`src/rtl/fetch_unit_if.sv`:
```
// Bundle between the fetch stage and its neighbours: the pc block,
// decode and instruction memory. The fetch unit uses the master view
// because it drives the memory request; the slave view is the
// environment (pc block, decode, memory) seen from outside.
interface fetch_unit_if #(
  parameter int DATAWIDTH = 16
);
  // pc block / decode -> fetch
  logic [DATAWIDTH-1:0] pc;
  logic                 redirect;
  logic                 stall;
  // memory -> fetch
  logic [DATAWIDTH-1:0] imem_rdata;
  logic                 imem_ack;
  // fetch -> pc block / memory / decode
  logic                 pcEn;
  logic                 imem_req;
  logic [DATAWIDTH-1:0] imem_addr;
  logic [DATAWIDTH-1:0] ir;
  logic [DATAWIDTH-1:0] ir_pc;
  logic                 ir_valid;
  logic                 fault;

  modport master (
    input  pc, redirect, stall, imem_rdata, imem_ack,
    output pcEn, imem_req, imem_addr, ir, ir_pc, ir_valid, fault
  );

  modport slave (
    output pc, redirect, stall, imem_rdata, imem_ack,
    input  pcEn, imem_req, imem_addr, ir, ir_pc, ir_valid, fault
  );
endinterface

```
`src/rtl/fetch_unit.sv`:
```
// Instruction fetch stage. Latches the pc into addr_q, runs a req/ack read
// on instruction memory and hands the word to decode through ir/ir_valid.
// A word that arrives while decode is stalled is parked in buf_q (HOLD).
// A redirect seen while a read is outstanding cannot cancel that read, so
// the stage waits for its ack in DRAIN and throws the word away.
// An ack that never comes parks the stage in FAULT until reset.
module fetch_unit #(
  parameter int DATAWIDTH = 16,
  parameter int TIMEOUT   = 16
) (
  input logic          clk,
  input logic          rst,
  fetch_unit_if.master bus
);

  localparam logic [2:0] ST_ISSUE = 3'd0;
  localparam logic [2:0] ST_REQ   = 3'd1;
  localparam logic [2:0] ST_HOLD  = 3'd2;
  localparam logic [2:0] ST_DRAIN = 3'd3;
  localparam logic [2:0] ST_FAULT = 3'd4;

  // Last timer value a request may sit at without ack before faulting.
  localparam logic [7:0] TIMER_LAST = 8'(TIMEOUT - 1);

  logic [2:0]           state_q,    state_d;
  logic [DATAWIDTH-1:0] addr_q,     addr_d;
  logic [DATAWIDTH-1:0] buf_q,      buf_d;
  logic [7:0]           timer_q,    timer_d;
  logic [DATAWIDTH-1:0] ir_q,       ir_d;
  logic [DATAWIDTH-1:0] ir_pc_q,    ir_pc_d;
  logic                 ir_valid_q, ir_valid_d;

  logic                 take;
  logic                 free;
  logic                 pc_en;
  logic                 load;
  logic [DATAWIDTH-1:0] load_word;
  logic                 flush;

  // Decode consumes ir on this edge; ir can accept a new word if empty or consumed.
  assign take = ir_valid_q & ~bus.stall;
  assign free = ~ir_valid_q | take;

  // Fetch sequencing: next state, address latch, buffer, timeout timer, pcEn.
  always_comb begin
    state_d   = state_q;
    addr_d    = addr_q;
    buf_d     = buf_q;
    timer_d   = timer_q;
    pc_en     = 1'b0;
    load      = 1'b0;
    load_word = buf_q;
    case (state_q)
      ST_ISSUE: begin
        addr_d  = bus.pc;
        timer_d = '0;
        if (bus.redirect) begin
          // pc is being overwritten this edge; pick it up next cycle.
          pc_en = 1'b1;
        end else begin
          state_d = ST_REQ;
        end
      end
      ST_REQ: begin
        if (bus.redirect && bus.imem_ack) begin
          pc_en   = 1'b1;
          state_d = ST_ISSUE;
        end else if (bus.redirect) begin
          // Read is already in flight; it must still complete at addr_q.
          pc_en   = 1'b1;
          timer_d = timer_q + 8'd1;
          state_d = ST_DRAIN;
        end else if (bus.imem_ack && free) begin
          load      = 1'b1;
          load_word = bus.imem_rdata;
          pc_en     = 1'b1;
          state_d   = ST_ISSUE;
        end else if (bus.imem_ack) begin
          // Decode still holds the previous word; park this one. pc stays put.
          buf_d   = bus.imem_rdata;
          state_d = ST_HOLD;
        end else if (timer_q == TIMER_LAST) begin
          state_d = ST_FAULT;
        end else begin
          timer_d = timer_q + 8'd1;
        end
      end
      ST_HOLD: begin
        if (bus.redirect) begin
          pc_en   = 1'b1;
          state_d = ST_ISSUE;
        end else if (free) begin
          load      = 1'b1;
          load_word = buf_q;
          pc_en     = 1'b1;
          state_d   = ST_ISSUE;
        end
      end
      ST_DRAIN: begin
        if (bus.redirect) begin
          pc_en = 1'b1;
        end
        if (bus.imem_ack) begin
          state_d = ST_ISSUE;
        end else if (timer_q >= TIMER_LAST) begin
          // Timer may already be one past the limit if the redirect hit the last REQ cycle.
          state_d = ST_FAULT;
        end else begin
          timer_d = timer_q + 8'd1;
        end
      end
      ST_FAULT: begin
        state_d = ST_FAULT;
      end
      default: begin
        state_d = ST_ISSUE;
      end
    endcase
  end

  // Instruction register: a flush (redirect or fault entry) beats a load, a load beats a take.
  always_comb begin
    ir_d       = ir_q;
    ir_pc_d    = ir_pc_q;
    ir_valid_d = ir_valid_q;
    flush      = (bus.redirect && (state_q != ST_FAULT)) || (state_d == ST_FAULT);
    if (flush) begin
      ir_valid_d = 1'b0;
    end else if (load) begin
      ir_d       = load_word;
      ir_pc_d    = addr_q;
      ir_valid_d = 1'b1;
    end else if (take) begin
      ir_valid_d = 1'b0;
    end
  end

  // State registers; reset drops any outstanding request immediately.
  always_ff @(posedge clk or negedge rst) begin
    if (!rst) begin
      state_q    <= ST_ISSUE;
      addr_q     <= '0;
      buf_q      <= '0;
      timer_q    <= '0;
      ir_q       <= '0;
      ir_pc_q    <= '0;
      ir_valid_q <= 1'b0;
    end else begin
      state_q    <= state_d;
      addr_q     <= addr_d;
      buf_q      <= buf_d;
      timer_q    <= timer_d;
      ir_q       <= ir_d;
      ir_pc_q    <= ir_pc_d;
      ir_valid_q <= ir_valid_d;
    end
  end

  assign bus.pcEn      = pc_en;
  assign bus.imem_req  = (state_q == ST_REQ) || (state_q == ST_DRAIN);
  assign bus.imem_addr = addr_q;
  assign bus.ir        = ir_q;
  assign bus.ir_pc     = ir_pc_q;
  assign bus.ir_valid  = ir_valid_q;
  assign bus.fault     = (state_q == ST_FAULT);

endmodule

```
`src/flat_wrapper.sv`:
```
// flat-port wrapper written by rule: the top's interface ports become plain ports
module fetch_unit_flat 
#(
  parameter int DATAWIDTH = 16,
  parameter int TIMEOUT   = 16
)
  (clk, rst, bus_pc, bus_redirect, bus_stall, bus_imem_rdata, bus_imem_ack, bus_pcEn, bus_imem_req, bus_imem_addr, bus_ir, bus_ir_pc, bus_ir_valid, bus_fault);
  fetch_unit_if #(.DATAWIDTH(DATAWIDTH)) bus_i ();
  input logic clk;
  input logic rst;
  input wire logic [$bits(bus_i.pc)-1:0] bus_pc;
  input wire logic [$bits(bus_i.redirect)-1:0] bus_redirect;
  input wire logic [$bits(bus_i.stall)-1:0] bus_stall;
  input wire logic [$bits(bus_i.imem_rdata)-1:0] bus_imem_rdata;
  input wire logic [$bits(bus_i.imem_ack)-1:0] bus_imem_ack;
  output wire logic [$bits(bus_i.pcEn)-1:0] bus_pcEn;
  output wire logic [$bits(bus_i.imem_req)-1:0] bus_imem_req;
  output wire logic [$bits(bus_i.imem_addr)-1:0] bus_imem_addr;
  output wire logic [$bits(bus_i.ir)-1:0] bus_ir;
  output wire logic [$bits(bus_i.ir_pc)-1:0] bus_ir_pc;
  output wire logic [$bits(bus_i.ir_valid)-1:0] bus_ir_valid;
  output wire logic [$bits(bus_i.fault)-1:0] bus_fault;
  assign bus_i.pc = bus_pc;
  assign bus_i.redirect = bus_redirect;
  assign bus_i.stall = bus_stall;
  assign bus_i.imem_rdata = bus_imem_rdata;
  assign bus_i.imem_ack = bus_imem_ack;
  assign bus_pcEn = bus_i.pcEn;
  assign bus_imem_req = bus_i.imem_req;
  assign bus_imem_addr = bus_i.imem_addr;
  assign bus_ir = bus_i.ir;
  assign bus_ir_pc = bus_i.ir_pc;
  assign bus_ir_valid = bus_i.ir_valid;
  assign bus_fault = bus_i.fault;
  fetch_unit #(.DATAWIDTH(DATAWIDTH), .TIMEOUT(TIMEOUT)) u_core (.clk(clk), .rst(rst), .bus(bus_i));
endmodule
```
`config.mk`:
```
export PLATFORM = sky130hd
export DESIGN_NAME = fetch_unit_flat
export DESIGN_NICKNAME = d
export VERILOG_FILES = /design/src/rtl/fetch_unit_if.sv /design/src/rtl/fetch_unit.sv /design/src/flat_wrapper.sv
export SDC_FILE = /design/constraint.sdc
export NUM_CORES = 1
export LEC_CHECK = 0
export CORE_MARGIN = 2
export CORE_UTILIZATION = 48
export DETAILED_ROUTE_END_ITERATION = 6
export GPL_ROUTABILITY_DRIVEN = 0
export PLACE_DENSITY = 0.8
export SYNTH_ARGS = -nofsm -noshare
export SYNTH_HDL_FRONTEND = slang
export SYNTH_SLANG_ARGS = --single-unit
```
`constraint.sdc`:
```
create_clock -name clk -period 2.6 [get_ports clk]
set_input_delay 0.39 -clock clk [delete_from_list [all_inputs] [get_ports clk]]
set_output_delay 0.39 -clock clk [all_outputs]
set_load 0.1 [all_outputs]
```
Yosys cells after proc, flatten, opt, wreduce, memory -nomap -nowiden
Index checks and enable logic that the tools add are counted.
- flip-flop bits (word level): 76
- output and inout bits: 52
- input port bits: 37
- multiplexer cells: 37
- reductions and logical operators: 12
- bitwise logic cells: 8
- order comparisons: 1
- equal/unequal tests: 13
- add/subtract/negate cells: 1
- operators with widths (operator ; count):
    two-way mux 16 bit ; 4
    two-way mux 8 bit ; 7
    two-way mux 3 bit ; 10
    case mux 8 bit (3 select lines) ; 1
    case mux 3 bit (5 select lines) ; 1
    two-way mux 1 bit ; 12
    != test 3 bit (second input constant) ; 4
    adder 8 x 1 -> 8 bit (second input constant) ; 1
    equality test 8 x 4 -> 1 bit (second input constant) ; 1
    greater-or-equal comparator 8 x 4 -> 1 bit (second input constant) ; 1
    AND reduction 7 bit ; 1
    equality test 3 x 2 -> 1 bit (second input constant) ; 2
    equality test 3 bit (second input constant) ; 2
    != test 2 bit (second input constant) ; 3
    inverter 1 bit ; 6
    nonzero test 3 bit ; 2
    AND reduction 5 bit ; 1
    equality test 3 x 1 -> 1 bit (second input constant) ; 1
    logical AND 1 bit ; 3
    zero test 3 bit ; 1
    case mux 1 bit (3 select lines) ; 1
    logical OR 1 bit ; 2
    case mux 1 bit (2 select lines) ; 1
    AND reduction 2 bit ; 1
    3 further kinds ; 3

Logic depth before layout (Yosys ltp)
Gate-level depths: netlist of the first run.
- word-level depth: 12
- gate-level depth with buffers: 8
- gate-level depth less buffers: 6

Worst setup path after synthesis of the first run
OpenSTA, ideal clock, no wires.
- kind: register to output
- start: reg u_core.ir_valid_q, in the netlist u_core.bus.ir_valid
- end: out bus_pcEn
- cell stages (with the launch flop): 5
- path buffers: 0
- data required time: 2210 ps
- data arrival time: 2497 ps
- path slack: -287 ps
- cells stage by stage: dfrtp_1 -> nand2_1 -> a21boi_1 -> nor2_1 -> nor2_1
- longest elaborated chain between the ends: 7
- ends and longest elaborated chain (what ; RTL line ; source):
    start: declaration ; fetch_unit.sv:31 ; logic ir_valid_q, ir_valid_d;
    start signal: assignment ; fetch_unit.sv:155 ; ir_valid_q <= ir_valid_d;
    AND 1 bit / inverter 1 bit (equally long branches) ; fetch_unit.sv:41, fetch_unit.sv:42 ;
    OR 1 bit * ; fetch_unit.sv:42 ; assign free = ~ir_valid_q | take;
    logical AND 1 bit ; fetch_unit.sv:73 ; end else if (bus.imem_ack && free) begin
    two-way mux 1 bit ; fetch_unit.sv:73 ;
    two-way mux 1 bit ; fetch_unit.sv:68 ; end else if (bus.redirect) begin
    two-way mux 1 bit ; fetch_unit.sv:65 ; if (bus.redirect && bus.imem_ack) begin
    case mux 1 bit (3 select lines) * ; fetch_unit.sv:53 ; case (state_q)
    end: declaration ; flat_wrapper.sv:16 ; output wire logic [$bits(bus_i.pcEn)-1:0] bus_pcEn;
Mark *: on every way between the ends. The rest lies on a longest branch, timed or not.

Final worst setup path of the first run
- start: reg u_core.timer_q[4]
- end: reg u_core.timer_q[7]
- longest elaborated chain between the ends: 7
- ends and longest elaborated chain (what ; RTL line ; source):
    start: declaration ; fetch_unit.sv:28 ; logic [7:0] timer_q, timer_d;
    start signal: assignment ; fetch_unit.sv:152 ; timer_q <= timer_d;
    adder 8 x 1 -> 8 bit ; fetch_unit.sv:71, fetch_unit.sv:85, fetch_unit.sv:109 ;
    two-way mux 8 bit ; fetch_unit.sv:82 ; end else if (timer_q == TIMER_LAST) begin
    two-way mux 8 bit ; fetch_unit.sv:78 ; end else if (bus.imem_ack) begin
    two-way mux 8 bit ; fetch_unit.sv:73 ;
    two-way mux 8 bit ; fetch_unit.sv:68 ;
    two-way mux 8 bit ; fetch_unit.sv:65 ;
    case mux 8 bit (3 select lines) ; fetch_unit.sv:53 ;
Several ways; a longest one is shown, not always the timed one. The select of a mux whose other input is x is not followed.
A chain may end at the register's enable or synchronous reset.

==> results of run 1 <==
-- per-layer routing --
metal	vias up	track usage (%)	wire (um)
met5	-	0	0
met4	0	7.79	106
met3	10	5.58	485
met2	80	31.7	3240
met1	1195	24.7	2920
li1	1176	-	-
-- sequential cells by signal, summed over array words and instances, names as in the netlist --
register / count
u_core.buf_q: 16
u_core.bus.imem_addr: 16
u_core.bus.ir: 16
u_core.bus.ir_pc: 16
u_core.bus.ir_valid: 1
u_core.state_q: 3
u_core.timer_q: 8
-- area by class of cell --
class,instances,area [um^2]
Timing Repair Buffer,95,813
Clock inverter,4,73.8
Clock buffer,12,135
Multi-Input combinational cell,195,1250
Inverter,4,15.0
Sequential cell,76,1900
Fill cell,516,2140
Tap cell,77,96.3
-- cell usage in the layout, fill, tap and decap left out, drive strengths merged, types with 3 or more instances in the layout --
master / count
a21oi: 8
buf: 60
clkbuf: 12
clkdlybuf4s50: 35
dfrtp: 76
inv: 4
mux2: 32
mux2i: 16
nand2: 75
nand2b: 3
nand3: 3
nor2: 9
nor3: 3
o21ai: 22
or3: 3
or4: 3
-- cell families after synthesis --
group,Yosys count,synth area share (%)
AO/OA/AOI/OAI,41,7.79
XOR/XNOR,1,0.273
adder cells (fa/ha/maj),1,0.389
buffers and inverters,18,2.14
flip-flops,76,59.2
multiplexers,48,16.2
AND/OR/NAND/NOR,104,14.0
-- per-stage QoR --
stage	std cells	util [%]	hold slack (ns)
2_1_floorplan	289	-	0.0944
3_3_place_gp	447	63.5	0.463
3_5_place_dp	447	63.5	0.472
4_1_cts	463	66.7	0.218
5_1_grt	463	66.7	0.262
6_report	463	66.7	0.177
-- worst max-delay path, cell delays in order (launching register included) --
cell	delay, ns
dfrtp_1	0.44
or4_4	0.52
o211a_1	0.23
a211o_4	0.35
or4_1	0.41
a21oi_1	0.17
-- worst paths after layout --
kind,start,to,slack [ns],cells after the start
hold / removal,rst,u_core.bus.ir[10],0.18,1
hold reg to reg,u_core.bus.ir[3],u_core.bus.ir[3],0.48,2
max in group asynchronous,rst,u_core.bus.ir_pc[10],1.84,1
setup / recovery,u_core.timer_q[4],u_core.timer_q[7],0.39,5
min in group clk,u_core.bus.ir[3],u_core.bus.ir[3],0.48,2
setup reg to reg,u_core.timer_q[4],u_core.timer_q[7],0.39,5
==> flow_metrics.env, run 1 <==
export IMPL_tritoncts_num_buffers=9
export IMPL_synth_largest_area_cell="dfrtp_1"
export IMPL_insertion_delay_ns=0.34
export IMPL_core_rowCount=29
export IMPL_sink_count=76
export IMPL_yosys_warnings=0
export IMPL_global_route_wire_length_before_repair_mm=11.2
export IMPL_timing_setup_tns_ns=0
export IMPL_place_ws_ns=0.375
export IMPL_critical_path_required_ns=2.86
export IMPL_initial_utilization_pct=50.0
export IMPL_worst_setup_hold_path_clk_slew_ns=0.08
export IMPL_remaining_number_of_nets_flagged_by_the_antenna_check_after_routing=0
export IMPL_post_drt_wl_per_cell_um=14.6
export IMPL_num_nets_final=419
export IMPL_cts_root_to_sink_buffers=2
export IMPL_cts_htree_levels=3
export IMPL_synthMostInstantiatedCell="dfrtp_1"
export IMPL_die_width_um=85.8
export IMPL_synth_cell_types=32
export IMPL_worst_ep_arrival_time_ns=2.47
export IMPL_synth_enable_flop_cells=0
export IMPL_clock_root_buffer="clkbuf_8"
export IMPL_timing_critical_path_from_type="register"
export IMPL_max_freq_mhz=452
export IMPL_crit_path_max_fanout=10
export IMPL_syn_num_nets=327
export IMPL_io_buffers=88
export IMPL_die_area_um2=7360
export IMPL_grt_start_max_net_pins=77
export IMPL_drive_above_1_share_pct=28.5
export IMPL_worstSetupPathType="register to register"
export IMPL_first_global_vias=2396
export IMPL_drv_slew=0
export IMPL_antenna_found_initial=0
export IMPL_drv_cap=0
export IMPL_route_vias_total=2461
export IMPL_placed_cell_area_um2=4080
export IMPL_proportion_of_synthesized_chip_area_in_sequential_cells_pct=59.2
export IMPL_ys_ff_latch=76
export IMPL_mappedNetlistArea_um2=3210
export IMPL_number_of_failing_setup_endpoints_in_the_final_timing_report=0
export IMPL_half_perimeter_wire_length_after_detailed_placement_mm=4.67
export IMPL_stdcell_area_um2=4290
export IMPL_synth_cells=289
export IMPL_run_status="complete, but fails checks"
export IMPL_cts_hold_buffers=0
export IMPL_io_pins=89
export IMPL_post_synth_top_area_fraction_pct=59.2
export IMPL_post_cts_setup_buffers=0
export IMPL_final_min_clock_period_ns=2.21
export IMPL_finalHoldViolCount=0
export IMPL_die_height_um=85.8
export IMPL_insertedDiodeCount=0
export IMPL_setup_ws_ns=0.390
export IMPL_synthTopCellsByArea="dfrtp_1, mux2_2, nand2_1"
export IMPL_slew_headroom_pct=39.2
export IMPL_areaGrowthSynthToFinish_pct=33.5
export IMPL_cp_end_kind="register"
export IMPL_drc=7
export IMPL_netlist_top_cells_count="dfrtp_1, nand2_1, mux2_2, o21ai_0, mux2i_1"
export IMPL_post_route_period_util_pct=85.0
export IMPL_synthFlopType="dfrtp_1"
export IMPL_track_usage_pct=19.5
export IMPL_wl_mm=6.74
export IMPL_syn_avg_cell_area_um2=11.1
export IMPL_viasPerCell=5.32
export IMPL_tightest_slew_ns=0.912
export IMPL_drt_iter0_markers=119
export IMPL_grt_overflow_total=0
export IMPL_core_area_um2=6420
export IMPL_timing_clock_skew_ns=0.00710
export IMPL_fraction_of_registers_with_async_set_reset_pct=100
export IMPL_violated_checks="DRC"
export IMPL_detail_route_first_pass_iterations=7
export IMPL_grt_setup_unrepaired="no"
export IMPL_tritoncts="built"
export IMPL_post_cts_resize_count=0
export IMPL_hp_class="input pin to async pin"
Power of run 1 is not shown: default switching activity piles up to over one toggle a cycle in this logic, so the estimate is an artifact.
==> inputs of run 2 (changes only) <==
PLACE_DENSITY = 0.81   (was 0.8)
==> flow_metrics.env, run 2 (synthesis results as in run 1) <==
export IMPL_run_status="complete, but fails checks"
export IMPL_violated_checks="DRC"
export IMPL_post_route_period_util_pct=83.7
export IMPL_worst_setup_hold_path_clk_slew_ns=0.08
export IMPL_cts_root_to_sink_buffers=2
export IMPL_worst_ep_arrival_time_ns=2.44
export IMPL_post_layout_nonfiller_instances=461
export IMPL_most_frequent_cells_in_the_layout="dfrtp_1, nand2_1, buf_4"
export IMPL_timing_clock_skew_ns=0.00897
export IMPL_number_of_failing_setup_endpoints_in_the_final_timing_report=0
export IMPL_track_usage_pct=18.9
export IMPL_tritoncts="built"
export IMPL_wire_length_on_met1_mm=2.85
export IMPL_core_area_um2=6420
export IMPL_remaining_number_of_nets_flagged_by_the_antenna_check_after_routing=0
export IMPL_cts_htree_levels=3
export IMPL_die_width_um=85.8
export IMPL_io_buffers=88
export IMPL_route_vias_total=2428
export IMPL_setup_ws_ns=0.425
export IMPL_wl_mm=6.68
export IMPL_post_cts_resize_count=0
export IMPL_initial_utilization_pct=50.0
export IMPL_insertion_delay_ns=0.34
export IMPL_layout_commonest_cell="dfrtp_1"
export IMPL_drt_iter0_markers=94
export IMPL_io_pins=89
export IMPL_cts_hold_buffers=0
export IMPL_tritoncts_num_buffers=9
export IMPL_die_height_um=85.8
export IMPL_clock_root_buffer="clkbuf_8"
export IMPL_routed_wl_met3_um=514
export IMPL_die_area_um2=7360
export IMPL_global_route_wire_length_before_repair_mm=10.9
export IMPL_placedCellCount=445
export IMPL_timing_critical_path_from_type="register"
export IMPL_drv_slew=0
export IMPL_core_rowCount=29
export IMPL_critical_path_required_ns=2.86
export IMPL_cp_end_kind="register"
export IMPL_grt_start_max_net_pins=77
export IMPL_first_global_vias=2337
export IMPL_top_layer="met4"
export IMPL_timing_setup_tns_ns=0
export IMPL_place_ws_ns=0.382
export IMPL_num_nets_final=417
export IMPL_drc=6
export IMPL_insertedDiodeCount=0
export IMPL_post_cts_setup_buffers=0
export IMPL_slew_headroom_pct=37.6
export IMPL_finalHoldViolCount=0
export IMPL_detail_route_first_pass_iterations=6
export IMPL_final_min_clock_period_ns=2.18
export IMPL_half_perimeter_wire_length_after_detailed_placement_mm=4.57
export IMPL_post_drt_wl_per_cell_um=14.5
export IMPL_grt_setup_unrepaired="no"
export IMPL_antenna_found_initial=0
export IMPL_tightest_slew_ns=0.936
export IMPL_max_freq_mhz=460
export IMPL_areaGrowthSynthToFinish_pct=33.1
export IMPL_crit_path_max_fanout=10
export IMPL_sink_count=76
export IMPL_grt_overflow_total=0
export IMPL_worstSetupPathType="register to register"
export IMPL_drv_cap=0
export IMPL_met2_length_mm=3.24
export IMPL_viasPerCell=5.27
export IMPL_drive_above_1_share_pct=28.9
export IMPL_hp_class="input pin to async pin"
[run 2: cell types whose count changed in the layout (fill, tap and decap cells not counted), sizes merged]
cell and change:
buf -2, bufinv -1, clkbuf -1, clkinv +1
clkinvlp +1
[run 2: worst paths after layout]
check	startpoint	to	slack (ns)	cells past startpoint
min in group clk	u_core.bus.ir[15]	u_core.bus.ir[15]	0.48	2
worst min-delay path	rst	u_core.buf_q[8]	0.17	1
worst min register to register	u_core.bus.ir[15]	u_core.bus.ir[15]	0.48	2
max in group asynchronous	rst	u_core.bus.ir[5]	1.79	1
worst max register to register	u_core.timer_q[4]	u_core.timer_q[5]	0.42	5
worst max-delay path	u_core.timer_q[4]	u_core.timer_q[5]	0.42	5
[run 2: cell type report]
class / count / area (um^2)
repair buffers: 93 / 798
inverters: 4 / 15.0
clock inverters: 5 / 60.1
well taps: 77 / 96.3
flip-flops and latches: 76 / 1900
multi-input cells: 195 / 1250
fillers: 506 / 2150
clock buffers: 11 / 151
[run 2: layer usage]
| layer | vias to the layer above | GRT usage, % |
|---|---|---|
| met5 | - | 0 |
| met4 | 0 | 5.63 |
| met3 | 8 | 6.26 |
| met2 | 73 | 32.0 |
| met1 | 1179 | 23.0 |
| li1 | 1168 | - |
[run 2: worst max-delay path, cell delays in order, from the launching register on]
cell	delay [ns]
dfrtp_1	0.44
or4_4	0.52
o211a_1	0.23
a211o_4	0.35
or4_1	0.41
a21oi_1	0.16
[run 2: through the flow]
step / hold slack [ns] / area (um^2) / utilization, %
final: 0.168 / 4270 / 66.5
after global routing: 0.266 / 4270 / 66.5
after CTS: 0.218 / 4270 / 66.5
after detailed placement: 0.472 / 4060 / 63.3
after global placement: 0.463 / 4060 / 63.3
after floorplan: 0.0944 / 3210 / -
Power of run 2 is left out for the same reason.
